### src/rtl/jpeg_pkg.sv
// Shared JPEG encoder constants: component count, index encodings, default DC width.
package jpeg_pkg;

  localparam int unsigned NUM_COMP = 3;
  localparam int unsigned DC_WIDTH = 11;
  localparam int unsigned COMP_W   = 2;

  typedef enum logic [COMP_W-1:0] {
    COMP_Y  = 2'd0,
    COMP_CB = 2'd1,
    COMP_CR = 2'd2
  } comp_e;

  // True when a component index addresses an existing predictor
  function automatic logic comp_legal(input logic [COMP_W-1:0] comp, input int unsigned num);
    return 32'(comp) < num;
  endfunction

endpackage

### src/rtl/dc_predictor_bank.sv
// Per-component DC predictor storage with read mux, update and restart clear.
// Optional restart port enabled by DC_DIFF_RESTART_EN.
module dc_predictor_bank
  import jpeg_pkg::*;
#(
  parameter int unsigned WIDTH    = jpeg_pkg::DC_WIDTH,
  parameter int unsigned NUM_COMP = jpeg_pkg::NUM_COMP
) (
  input  logic                    clk,
  input  logic                    rst,
`ifdef DC_DIFF_RESTART_EN
  input  logic                    restart,
`endif
  input  logic [COMP_W-1:0]       rd_comp,
  output logic signed [WIDTH-1:0] rd_pred_c,
  input  logic                    wr_en,
  input  logic [COMP_W-1:0]       wr_comp,
  input  logic signed [WIDTH-1:0] wr_data
);

  logic signed [WIDTH-1:0] pred [NUM_COMP];
  logic                    restart_c;

`ifdef DC_DIFF_RESTART_EN
  assign restart_c = restart;
`else
  assign restart_c = 1'b0;
`endif

  // A restart makes every predictor read as zero in the same cycle
  always_comb begin
    rd_pred_c = '0;
    if (!restart_c) begin
      for (int i = 0; i < int'(NUM_COMP); i++) begin
        if (rd_comp == COMP_W'(i)) rd_pred_c = pred[i];
      end
    end
  end

  // Restart clears all, then the accepted write (if any) takes precedence
  always_ff @(posedge clk or posedge rst) begin
    if (rst) begin
      for (int i = 0; i < int'(NUM_COMP); i++) pred[i] <= '0;
    end else begin
      for (int i = 0; i < int'(NUM_COMP); i++) begin
        if (restart_c) pred[i] <= '0;
        if (wr_en && (wr_comp == COMP_W'(i))) pred[i] <= wr_data;
      end
    end
  end

endmodule

### src/rtl/dc_diff_encoder.sv
// JPEG DC differential encoder: out_diff = in_dc - previous DC of the same component.
// Optional restart-interval clear enabled by DC_DIFF_RESTART_EN.
module dc_diff_encoder
  import jpeg_pkg::*;
#(
  parameter int unsigned WIDTH    = jpeg_pkg::DC_WIDTH,
  parameter int unsigned NUM_COMP = jpeg_pkg::NUM_COMP
) (
  input  logic                    clk,
  input  logic                    rst,
`ifdef DC_DIFF_RESTART_EN
  input  logic                    restart,
`endif
  input  logic signed [WIDTH-1:0] in_dc,
  input  logic [COMP_W-1:0]       in_comp,
  input  logic                    in_valid,
  output logic                    in_ready,
  output logic signed [WIDTH:0]   out_diff,
  output logic [COMP_W-1:0]       out_comp,
  output logic                    out_valid,
  input  logic                    out_ready,
  output logic                    err
);

  logic                    accept_c;
  logic                    legal_c;
  logic signed [WIDTH-1:0] pred_c;
  logic signed [WIDTH:0]   diff_c;

  assign in_ready = !out_valid || out_ready;
  assign accept_c = in_valid && in_ready;
  assign legal_c  = comp_legal(in_comp, NUM_COMP);
  assign diff_c   = {in_dc[WIDTH-1], in_dc} - {pred_c[WIDTH-1], pred_c};

  dc_predictor_bank #(
    .WIDTH    (WIDTH),
    .NUM_COMP (NUM_COMP)
  ) u_bank (
    .clk       (clk),
    .rst       (rst),
`ifdef DC_DIFF_RESTART_EN
    .restart   (restart),
`endif
    .rd_comp   (in_comp),
    .rd_pred_c (pred_c),
    .wr_en     (accept_c && legal_c),
    .wr_comp   (in_comp),
    .wr_data   (in_dc)
  );

  // Output register; illegal inputs are consumed without producing output
  always_ff @(posedge clk or posedge rst) begin
    if (rst) begin
      out_valid <= 1'b0;
      out_diff  <= '0;
      out_comp  <= '0;
      err       <= 1'b0;
    end else begin
      if (accept_c && legal_c) begin
        out_valid <= 1'b1;
        out_diff  <= diff_c;
        out_comp  <= in_comp;
      end else if (out_valid && out_ready) begin
        out_valid <= 1'b0;
      end
      if (accept_c && !legal_c) err <= 1'b1;
    end
  end

endmodule
### config.mk
export PLATFORM = sky130hd
export DESIGN_NAME = dc_diff_encoder
export DESIGN_NICKNAME = d
export VERILOG_FILES = /design/src/rtl/jpeg_pkg.sv /design/src/rtl/dc_predictor_bank.sv /design/src/rtl/dc_diff_encoder.sv
export SDC_FILE = /design/constraint.sdc
export NUM_CORES = 1
export LEC_CHECK = 0
export CORE_MARGIN = 3
export CORE_UTILIZATION = 55
export DETAILED_ROUTE_END_ITERATION = 8
export GPL_ROUTABILITY_DRIVEN = 0
export GPL_TIMING_DRIVEN = 1
export PLACE_DENSITY = 0.84
export SETUP_SLACK_MARGIN = 0.5
export SYNTH_ARGS = -nofsm -noshare
export SYNTH_HDL_FRONTEND = slang
export SYNTH_SLANG_ARGS = --single-unit
### constraint.sdc
create_clock -name clk -period 2.5 [get_ports clk]
set_input_delay 0.5 -clock clk [delete_from_list [all_inputs] [get_ports clk]]
set_output_delay 0.5 -clock clk [all_outputs]
set_load 0.005 [all_outputs]
Yosys cells after proc, flatten, opt, wreduce, memory -nomap -nowiden
Index checks and enable logic that the tools add are counted.
Widths: inputs -> output; s select.
{"block": "classes", "n_addsub": 1, "magnitude_cmp": 1, "eq_ne": 2, "muxes": 5, "n_reduce_logical": 12}
{"cell": "$mux 11", "n": 3}
{"cell": "$sub 11x11->12", "n": 1}
{"cell": "$logic_and 1x1->1", "n": 7}
{"cell": "$eq 2x1->1 const B", "n": 1}
{"cell": "$eq 2x2->1 const B", "n": 1}
{"cell": "$logic_not 1->1", "n": 2}
{"cell": "$logic_not 2->1", "n": 1}
{"cell": "$lt 2x2->1 const B", "n": 1}
{"cell": "$mux 1", "n": 2}
{"cell": "$reduce_bool 2->1", "n": 1}
{"cell": "$logic_or 1x1->1", "n": 1}
{"block": "totals", "reg_bits": 49, "inputBits": 17, "out_inout_bits": 17, "wordCells": 28}

Depth between registers and ports, before layout
Gate-level depths: netlist of run 1.
{"block": "depth", "ltp_word": 5, "mapped_depth": 11}

By module
Synthesis of run 1 repeated with hierarchy kept, for this count alone.
{"block": "hier_totals", "cells_unflattened": 234, "hier_area_um2": 2795.2}
{"mod": "dc_predictor_bank", "n_inst": 1, "cells_per_inst": 99, "area_each_um2": 1604.0, "seq_area_each_um2": 825.8}
{"mod": "dc_diff_encoder", "n_inst": 1, "cells_per_inst": 135, "area_each_um2": 1191.1, "seq_area_each_um2": 400.4}

Worst setup path before layout of run 1
Ideal clock, no wire load.
{"block": "synth_path", "path_kind": "input port to flip-flop", "startpoint": "input in_comp[1]", "endpoint": "register out_diff[10]", "arrival_time_ns": 2.540, "path_slack_ns": -0.166, "cell_stages": 11, "path_buffers": 2, "path_cell_list": "buf_6 > buf_2 > mux2i_1 > o22ai_1 > ha_1 > fa_1 > nor2b_1 > o31ai_2 > a21oi_2 > o211ai_1 > a221o_1"}
{"block": "synth_via", "elab_chain_cells": 5, "elab_cells_between_ends": 9}
{"item": "start, declared", "line_no": "dc_diff_encoder.sv:15", "text": "input logic [COMP_W-1:0] in_comp,"}
{"item": "$logic_not 2->1", "line_no": "dc_predictor_bank.sv:35", "text": "if (rd_comp == COMP_W'(i)) rd_pred_c = pred[i];"}
{"item": "$mux 11 (3 in a row)", "line_no": "dc_predictor_bank.sv:35"}
{"item": "$sub 11x11->12", "line_no": "dc_diff_encoder.sv:33", "text": "assign diff_c = {in_dc[WIDTH-1], in_dc} - {pred_c[WIDTH-1], pred_c};"}
{"item": "end signal, assigned", "line_no": "dc_diff_encoder.sv:61", "text": "out_diff <= diff_c;"}
{"item": "end, declared", "line_no": "dc_diff_encoder.sv:18", "text": "output logic signed [WIDTH:0] out_diff,"}
Parallel ways exist; a longest one is shown, timed or not.
A chain may end at the register's enable or synchronous reset.

Final worst setup path of run 1
Same ends and word-level chain as after synthesis.

==> out/qor.txt, run 1 <==
Worst R2R Path Depth: 9
Initial Util: 58.1%
clk sink count: 49
flops & latches, synth: 49
fin worst setup slack: 222 ps
core area: 4440 um2
Worst path most repeated cell: buf_4
ANT cells: 0
Seq pwr share: 40.8%
Post-Layout Cell Count: 367
first-pass detailed-route iteration total: 5
Total Routed Length: 6780 um
Finished Cell Area: 3540 um2
worst-case clock buffer depth: 2
Static Leak: 1.60 nW
min cycle time layout: 2280 ps
status: complete, no violations
fin. max-slew vios: 0
DRC: 0
crit end category: flip-flop
Hold Crit Start: err
Reg clk slew, reported paths: 100 ps
layout cell share with drive strength beyond 1: 36.8%
Rel. slew slack: 61.7%
Setup Crit Path Kind: in2reg
Die ar.: 5560 um2
Pwr per Cell Area: 773 nW/um2
dpl ws: -509 ps
flop2flop setup slack: 300 ps
internal power: 1.84 mW
slowest CP cell: ha_1
combinational power share: 42.3%
CP cell instances: buf_8 -> buf_12 -> buf_4 -> mux2i_2 -> nor2_2 -> a21oi_2 -> ha_1 -> buf_4 -> buf_4 -> o21ai_0 -> a21oi_2 -> buf_4 -> a221o_1
CP delay by family, top: buffers and inverters
Crit path depth: 13
post-synthesis sequential area ratio: 47.5%
RR Endpoint: out_diff[10]
Net Sw Frac: 32.7%
Area Overhead vs Synth: 37.2%
Max Fclk: 439 MHz
Critical Path AT: 2490 ps
distinct cell type count after synthesis: 45
crit path capture: out_diff[10]
CTS tree: done
Cell Area, Synth: 2580 um2
routed length per instance: 18.5 um
Post-DP Area: 3200 um2
GRT Overall Usage: 24.4%
RSZ-0062 raised after global routing: true
Initial DRC Count: 173
largest net degree at the start of global routing: 25
Placed Cells: 345
GRT overflow: 0
Clock Power Share: 16.9%
CTS buffer count: 5
H-tree depth: 2
port bufs: 33
net count after synthesis: 264
hold slack final: 482 ps
Max Cap Viol: 0
Least-Margin Pin Slew: 573 ps
data required time of the critical path: 2710 ps
initial antenna violation count: 0
number of global-route vias before repair: 2105
Root Driver: clkbuf_8
Critical Path Start: in_comp[1]
Max FO, Critical Path: 7
hpwl dp: 4100 um
Worst Clk Skew: 15.9 ps
Switch Pwr: 0.896 mW
DR vias: 2162
Final Cycle Share: 91.1%
crit start category: primary input
Die Height: 74.5 um
global-route wire length before repair: 10200 um
routed vias/inst: 5.89
peak supply drop: 560 uV
Clock Latency Late Sink: 320 ps
hold violation total from the final report: 0
Routed Antenna Nets: 0
Final nets: 343
Worst Path Buf+Inv: 6
synthesized area per cell: 11.0 um2
Syn Inst Count: 235
Die W: 74.5 um
max incr delay on CP: 280 ps
FF-to-FF Start: u_bank.pred[0]
Ys Warns: 0
total I/O pin count: 34
# rows: 24
Hold Path Class: reg2reg
count of final setup violators: 0
==> metrics by stage <==
| stage | TNS, ps | utilization [%] | power, mW |
|---|---|---|---|
| after global routing | 0 | 79.8 | 2.88 |
| after global placement | -2540 | 72.1 | 2.01 |
| after CTS | 0 | 77.6 | 2.61 |
| after detailed placement | -3240 | 72.1 | 2.06 |
| final | 0 | 79.8 | 2.74 |
| after floorplan | 0 | - | 1.62 |
==> worst min path at each step <==
stage | end | cells past startpoint
final | err | 1
after global routing | err | 1
after CTS | err | 1
after detailed placement | err | 1
after global placement | out_diff[4] | 2
after floorplan | u_bank.pred[11] | 2
==> synth_stat cells, drive strengths merged <==
master / count / area share (%)
fa: 1 / 0.77
o21bai: 1 / 0.29
a21oi: 18 / 3.9
o21a: 2 / 0.58
o22ai: 1 / 0.24
ha: 11 / 5.3
nor2: 17 / 2.5
xnor2: 1 / 0.34
a211oi: 1 / 0.29
a221o: 1 / 0.39
nand2b: 1 / 0.34
o21ai: 11 / 2.1
nor4b: 1 / 0.34
o2111ai: 1 / 0.34
o211ai: 2 / 0.58
clkbuf: 1 / 0.15
inv: 5 / 0.73
dfrtp: 49 / 47
nand4b: 1 / 0.34
xor2: 3 / 1.0
nor2b: 1 / 0.24
buf: 10 / 2.9
o31ai: 2 / 0.77
mux2: 31 / 14
a31oi: 1 / 0.24
mux2i: 12 / 4.6
nand2: 25 / 3.7
and3: 2 / 0.48
or3: 2 / 0.48
a31o: 1 / 0.34
and4: 1 / 0.34
nand4: 3 / 0.73
a21o: 2 / 0.58
nand3: 6 / 1.4
and2b: 1 / 0.29
nor3: 4 / 0.77
nand3b: 1 / 0.29
nor3b: 1 / 0.29
==> logic make-up (layout without fill, tap and decap cells) <==
group / Yosys count / in the layout / synth area share, %
simple gates: 67 / 67 / 12.5
xor+xnor: 4 / 4 / 1.36
fa+ha+maj: 12 / 12 / 6.10
mux: 43 / 43 / 18.2
buf+inv: 16 / 96 / 3.73
compound gates: 44 / 44 / 10.7
flops: 49 / 49 / 47.5
==> repair_timing <==
item,4_1_cts,5_1_grt
buffers inserted,8,5
hold buffers,0,0
cloned,1,0
gates resized for setup,27,13
endpoints found under the hold margin,0,0
pin swaps,18,9
endpoints found under the setup margin,21,9
==> power by group through the flow <==
stage          clock [mW]  sequential, mW  combinational (mW)
3_5_place_dp            0            1.12               0.940
3_3_place_gp            0            1.11               0.905
4_1_cts             0.473            1.11                1.03
2_1_floorplan           0            1.10               0.515
5_1_grt             0.492            1.14                1.25
6_report            0.463            1.12                1.16
==> layout make-up <==
type                    instances  area [um2]
clock buffers                   7        76.3
clock inverters                 1        7.51
fillers                       259         900
inverters                       5        18.8
multi-input cells             170        1400
flip-flops and latches         49        1230
well taps                      52        65.1
repair buffers                 83         753
==> per-layer routing <==
| layer | GRT usage [%] | vias to the layer above | share of wire (%) |
|---|---|---|---|
| met1 | 31.4 | 1073 | 43 |
| met5 | 0 | - | 0 |
| met2 | 40.4 | 75 | 50 |
| met3 | 5.54 | 14 | 4.5 |
| met4 | 8.89 | 0 | 2.6 |
| li1 | - | 1000 | - |
==> state kept, by name, indices dropped and copies added, names as in the netlist <==
signal       count
out_diff        12
out_comp         2
out_valid        1
err              1
u_bank.pred     33
==> cells in the final DEF (no fill, tap or decap), types with 2 or more instances in the layout <==
cell             count
ha_1                 9
o211ai_1             2
xor2_1               3
nand4_1              3
mux2_2              31
nand3_1              4
mux2i_1             11
nand3_2              2
or3_1                2
nor3_1               4
a21oi_2              9
clkbuf_1             2
inv_1                4
nor2_1              16
nand2_1             23
a21o_1               2
o21a_1               2
clkdlybuf4s50_1     29
o21ai_1              4
dlygate4sd2_1        2
a21oi_4              2
o21ai_0              7
dfrtp_1             49
buf_4               41
and3_1               2
buf_12               2
buf_6                6
a21oi_1              7
clkbuf_8             5
(Power assumes the default switching activity.)
==> inputs of run 2 (changes only) <==
Settings changed: SETUP_SLACK_MARGIN 0.5 to 0.3.
==> out/qor.txt, run 2 (same netlist as run 1, synthesis figures left out) <==
hpwl dp: 3950 um
core area: 4440 um2
first-pass detailed-route iteration total: 4
Largest Register: u_bank.pred
peak supply drop: 431 uV
Final nets: 332
total I/O pin count: 34
Finished Cell Area: 3390 um2
most frequent cells in the layout: dfrtp_1 (49), buf_4 (36), mux2_2 (31)
hold violation total from the final report: 0
Critical Path AT: 2360 ps
Setup Crit Path Kind: in2reg
fin worst setup slack: 323 ps
Least-Margin Pin Slew: 579 ps
port bufs: 33
worst-case clock buffer depth: 2
Max Cap Viol: 0
CTS tree: done
Final Util: 76.2%
crit end category: flip-flop
Total Routed Length: 5740 um
Clock Latency Late Sink: 300 ps
routed length per instance: 16.2 um
Die ar.: 5560 um2
Reg clk slew, reported paths: 90 ps
GRT overflow: 0
Placed Cells: 345
Routed Antenna Nets: 0
data required time of the critical path: 2690 ps
Static Leak: 1.53 nW
Hold Path Class: reg2reg
Worst Clk Skew: 6.83 ps
Final Cycle Share: 87.1%
area of the multi-input gates: 1330 um2
global-route wire length before repair: 9160 um
Max FO, Critical Path: 8
Pwr per Cell Area: 781 nW/um2
count of final setup violators: 0
crit start category: primary input
DRC: 0
# rows: 24
max incr delay on CP: 370 ps
routed vias/inst: 5.69
Post-DP Area: 3200 um2
Die W: 74.5 um
largest net degree at the start of global routing: 28
commonest non-fill, non-tap cell in the layout: dfrtp_1
Rel. slew slack: 61.3%
Seq. cell area: 1230 um2
layout cell share with drive strength beyond 1: 34.3%
min cycle time layout: 2180 ps
Die Height: 74.5 um
post-route total power: 2.64 mW
number of global-route vias before repair: 1975
dpl ws: -578 ps
DR vias: 2021
RSZ-0062 raised after global routing: true
Max Fclk: 459 MHz
number of flip-flops in the largest register: 33
Area Overhead vs Synth: 31.0%
CTS buffer count: 5
Root Driver: clkbuf_8
CP cell instances: clkdlybuf4s15_2 -> buf_6 -> nand2_2 -> o22ai_2 -> ha_2 -> fa_2 -> nor2b_4 -> o31ai_2 -> a21oi_2 -> o211ai_1 -> a221o_1
Initial DRC Count: 101
Initial Util: 58.1%
initial antenna violation count: 0
ANT cells: 0
Post-Layout Cell Count: 355
slowest CP cell: fa_2
largest registers: u_bank.pred: 33 flops, out_diff: 12 flops, out_comp: 2 flops
fillers: 294
H-tree depth: 2
GRT Overall Usage: 21.6%
fin. max-slew vios: 0
status: complete, no violations
clk sink count: 49
## run 2: per-stage QoR
step | hold slack [ps] | TNS [ps]
finish | 469 | 0
floorplan | 449 | 0
CTS | 476 | 0
global route | 504 | 0
detailed placement | 456 | -4090
global placement | 450 | -3460
## run 2: layer usage
metal / up-vias / part of all wire (%) / global-route usage (%)
met5: - / 0 / 0
met4: 0 / 2.5 / 10.5
met3: 13 / 3.5 / 3.92
met2: 48 / 49 / 33.9
met1: 986 / 45 / 28.9
li1: 974 / - / -
## run 2: repair_timing
| action | 4_1_cts | 5_1_grt |
|---|---|---|
| setup endpoints to repair | 10 | 6 |
| setup buffers | 0 | 3 |
| resized for setup | 16 | 11 |
| hold buffers | 0 | 0 |
| pin swaps | 4 | 14 |
## run 2: critical path: cells and delay by family
family	cells	cell delay (ps)
compound gates	5	740
fa+ha+maj	2	560
buf+inv	2	350
simple gates	2	190
## run 2: power by group
part | switching (mW) | leakage (nW) | internal (mW)
Combinational | 0.425 | 0.892 | 0.570
Clock | 0.251 | 0.0540 | 0.291
Sequential | 0.111 | 0.586 | 0.995
## run 2: worst paths after layout
check | from | slack (ps) | to | cells past startpoint
min | out_diff[4] | 470 | out_diff[4] | 2
max | in_comp[0] | 320 | out_diff[10] | 11
max reg2reg | u_bank.pred[22] | 350 | out_diff[10] | 9
min in group asynchronous | rst | 580 | out_diff[6] | 2
max in group asynchronous | rst | 1400 | u_bank.pred[9] | 3
min reg2reg | out_diff[4] | 470 | out_diff[4] | 2
## run 2: cell type report
cell class                      instances  area share [%]
Multi-Input combinational cell        170            39.2
Sequential cell                        49            36.2
Timing Repair Buffer                   72            19.0
Clock buffer                            5            2.03
Tap cell                               52            1.92
Clock inverter                          2            1.03
Inverter                                5           0.554
==> inputs of run 3 (changes only) <==
Settings changed: CORE_UTILIZATION 55 to 25, PLACE_DENSITY 0.84 to 0.46.
==> out/qor.txt, run 3 (same netlist as run 1, synthesis figures left out) <==
Root Driver: clkbuf_8
fin. max-slew vios: 0
FF-to-FF Start: u_bank.pred[0]
hold depth: 1
Static Leak: 1.55 nW
total I/O pin count: 34
largest net degree at the start of global routing: 50
commonest non-fill, non-tap cell in the layout: dfrtp_1
Rel. slew slack: 75.8%
Routed Antenna Nets: 0
layout cell share with drive strength beyond 1: 32.2%
clk sink count: 49
peak supply drop: 234 uV
Hold-fix buffers, CTS: 0
Reg clk slew, reported paths: 100 ps
Max Cap Viol: 0
count of final setup violators: 0
number of global-route vias before repair: 1872
fin worst setup slack: 323 ps
Final nets: 332
routed vias/inst: 4.24
hpwl dp: 4230 um
dpl ws: -555 ps
first-pass detailed-route iteration total: 4
initial antenna violation count: 0
Least-Margin Pin Slew: 363 ps
hold slack final: 483 ps
Net Sw Frac: 30.4%
Area Overhead vs Synth: 35.9%
worst-case clock buffer depth: 2
ANT cells: 0
Final Util: 35.4%
RSZ-0062 raised after global routing: true
Critical Path AT: 2370 ps
Switch Pwr: 0.786 mW
most frequent cells in the layout: dfrtp_1 (49), buf_4 (33), mux2_2 (31)
Die Height: 108 um
flop2flop setup slack: 370 ps
RR Endpoint: out_diff[10]
fillers: 1017
Hold Crit Start: err
crit start category: primary input
core area: 9910 um2
Largest Register: u_bank.pred
Pwr per Cell Area: 735 nW/um2
Worst R2R Path Depth: 9
min cycle time layout: 2180 ps
Max Fclk: 459 MHz
Die ar.: 11600 um2
routed length per instance: 12.8 um
CTS tree: done
Final Cycle Share: 87.1%
Clock Latency Late Sink: 300 ps
internal power: 1.80 mW
GRT Overall Usage: 10.3%
CTS buffer count: 5
Clock Power Share: 20.1%
hold violation total from the final report: 0
Setup Crit Path Kind: in2reg
Worst Clk Skew: 9.11 ps
# rows: 36
global-route wire length before repair: 9540 um
Initial Util: 26.1%
H-tree depth: 2
Initial DRC Count: 61
Hold Path Class: reg2reg
DR vias: 1855
Seq pwr share: 42.5%
number of flip-flops in the largest register: 33
data required time of the critical path: 2700 ps
port bufs: 33
Die W: 108 um
DRC: 0
combinational power share: 37.4%
largest registers: u_bank.pred: 33 flops, out_diff: 12 flops, out_comp: 2 flops
WHS Endpoint: err
crit end category: flip-flop
status: complete, no violations
GRT overflow: 0
Total Routed Length: 5600 um
post-route total power: 2.58 mW
Max FO, Critical Path: 10
run 3: power by group through the flow:
stage / Clock (mW) / Combinational [mW] / Sequential (mW)
after global placement: 0 / 0.928 / 1.11
after floorplan: 0 / 0.512 / 1.10
after detailed placement: 0 / 0.937 / 1.12
final: 0.519 / 0.964 / 1.10
after CTS: 0.552 / 0.959 / 1.10
after global routing: 0.579 / 1.07 / 1.13
run 3: how the worst max path moves through the flow:
| stage | from | endpoint | slack, ps | cells past startpoint |
|---|---|---|---|---|
| floorplan | in_comp[1] | out_diff[10] | 60 | 11 |
| global placement | in_comp[1] | out_diff[10] | -490 | 11 |
| detailed placement | in_comp[1] | out_diff[10] | -550 | 11 |
| CTS | in_comp[1] | out_diff[10] | 310 | 11 |
| global route | in_comp[1] | out_diff[10] | 240 | 12 |
| finish | in_comp[0] | out_diff[10] | 320 | 11 |
run 3: repair_timing:
item | in CTS | in global routing
buffers inserted | 0 | 1
pin swaps | 4 | 5
cloned | 1 | 0
resized for setup | 13 | 9
endpoints found under the setup margin | 10 | 6
run 3: layout make-up:
class | instances | area [um2] | share of cell area [%]
Multi-Input combinational cell | 170 | 1310 | 37.3
Sequential cell | 49 | 1230 | 34.9
Timing Repair Buffer | 72 | 689 | 19.6
Tap cell | 133 | 166 | 4.74
Clock buffer | 6 | 82.6 | 2.35
Inverter | 5 | 18.8 | 0.535
Clock inverter | 2 | 17.5 | 0.499
run 3: through the flow:
step	TNS (ps)	area, um2	cells
finish	0	3510	437
global route	0	3510	437
CTS	0	3470	436
detailed placement	-3460	3320	427
global placement	-3160	3320	427
floorplan	0	2620	235
run 3: routing by layer:
layer,up-vias,share of wire [%],track usage [%]
met5,-,0,0
met4,0,0.62,3.25
met3,2,2.2,1.62
met2,15,48,16.5
met1,866,49,14.2
li1,972,-,-
run 3: critical path, cell delays in order:
cell,delay (ps)
clkdlybuf4s15_2,220
buf_6,150
nand2_1,50
o22ai_1,70
ha_2,190
fa_2,370
nor2b_4,150
o31ai_4,70
a21oi_2,220
o211ai_1,120
a221o_1,260
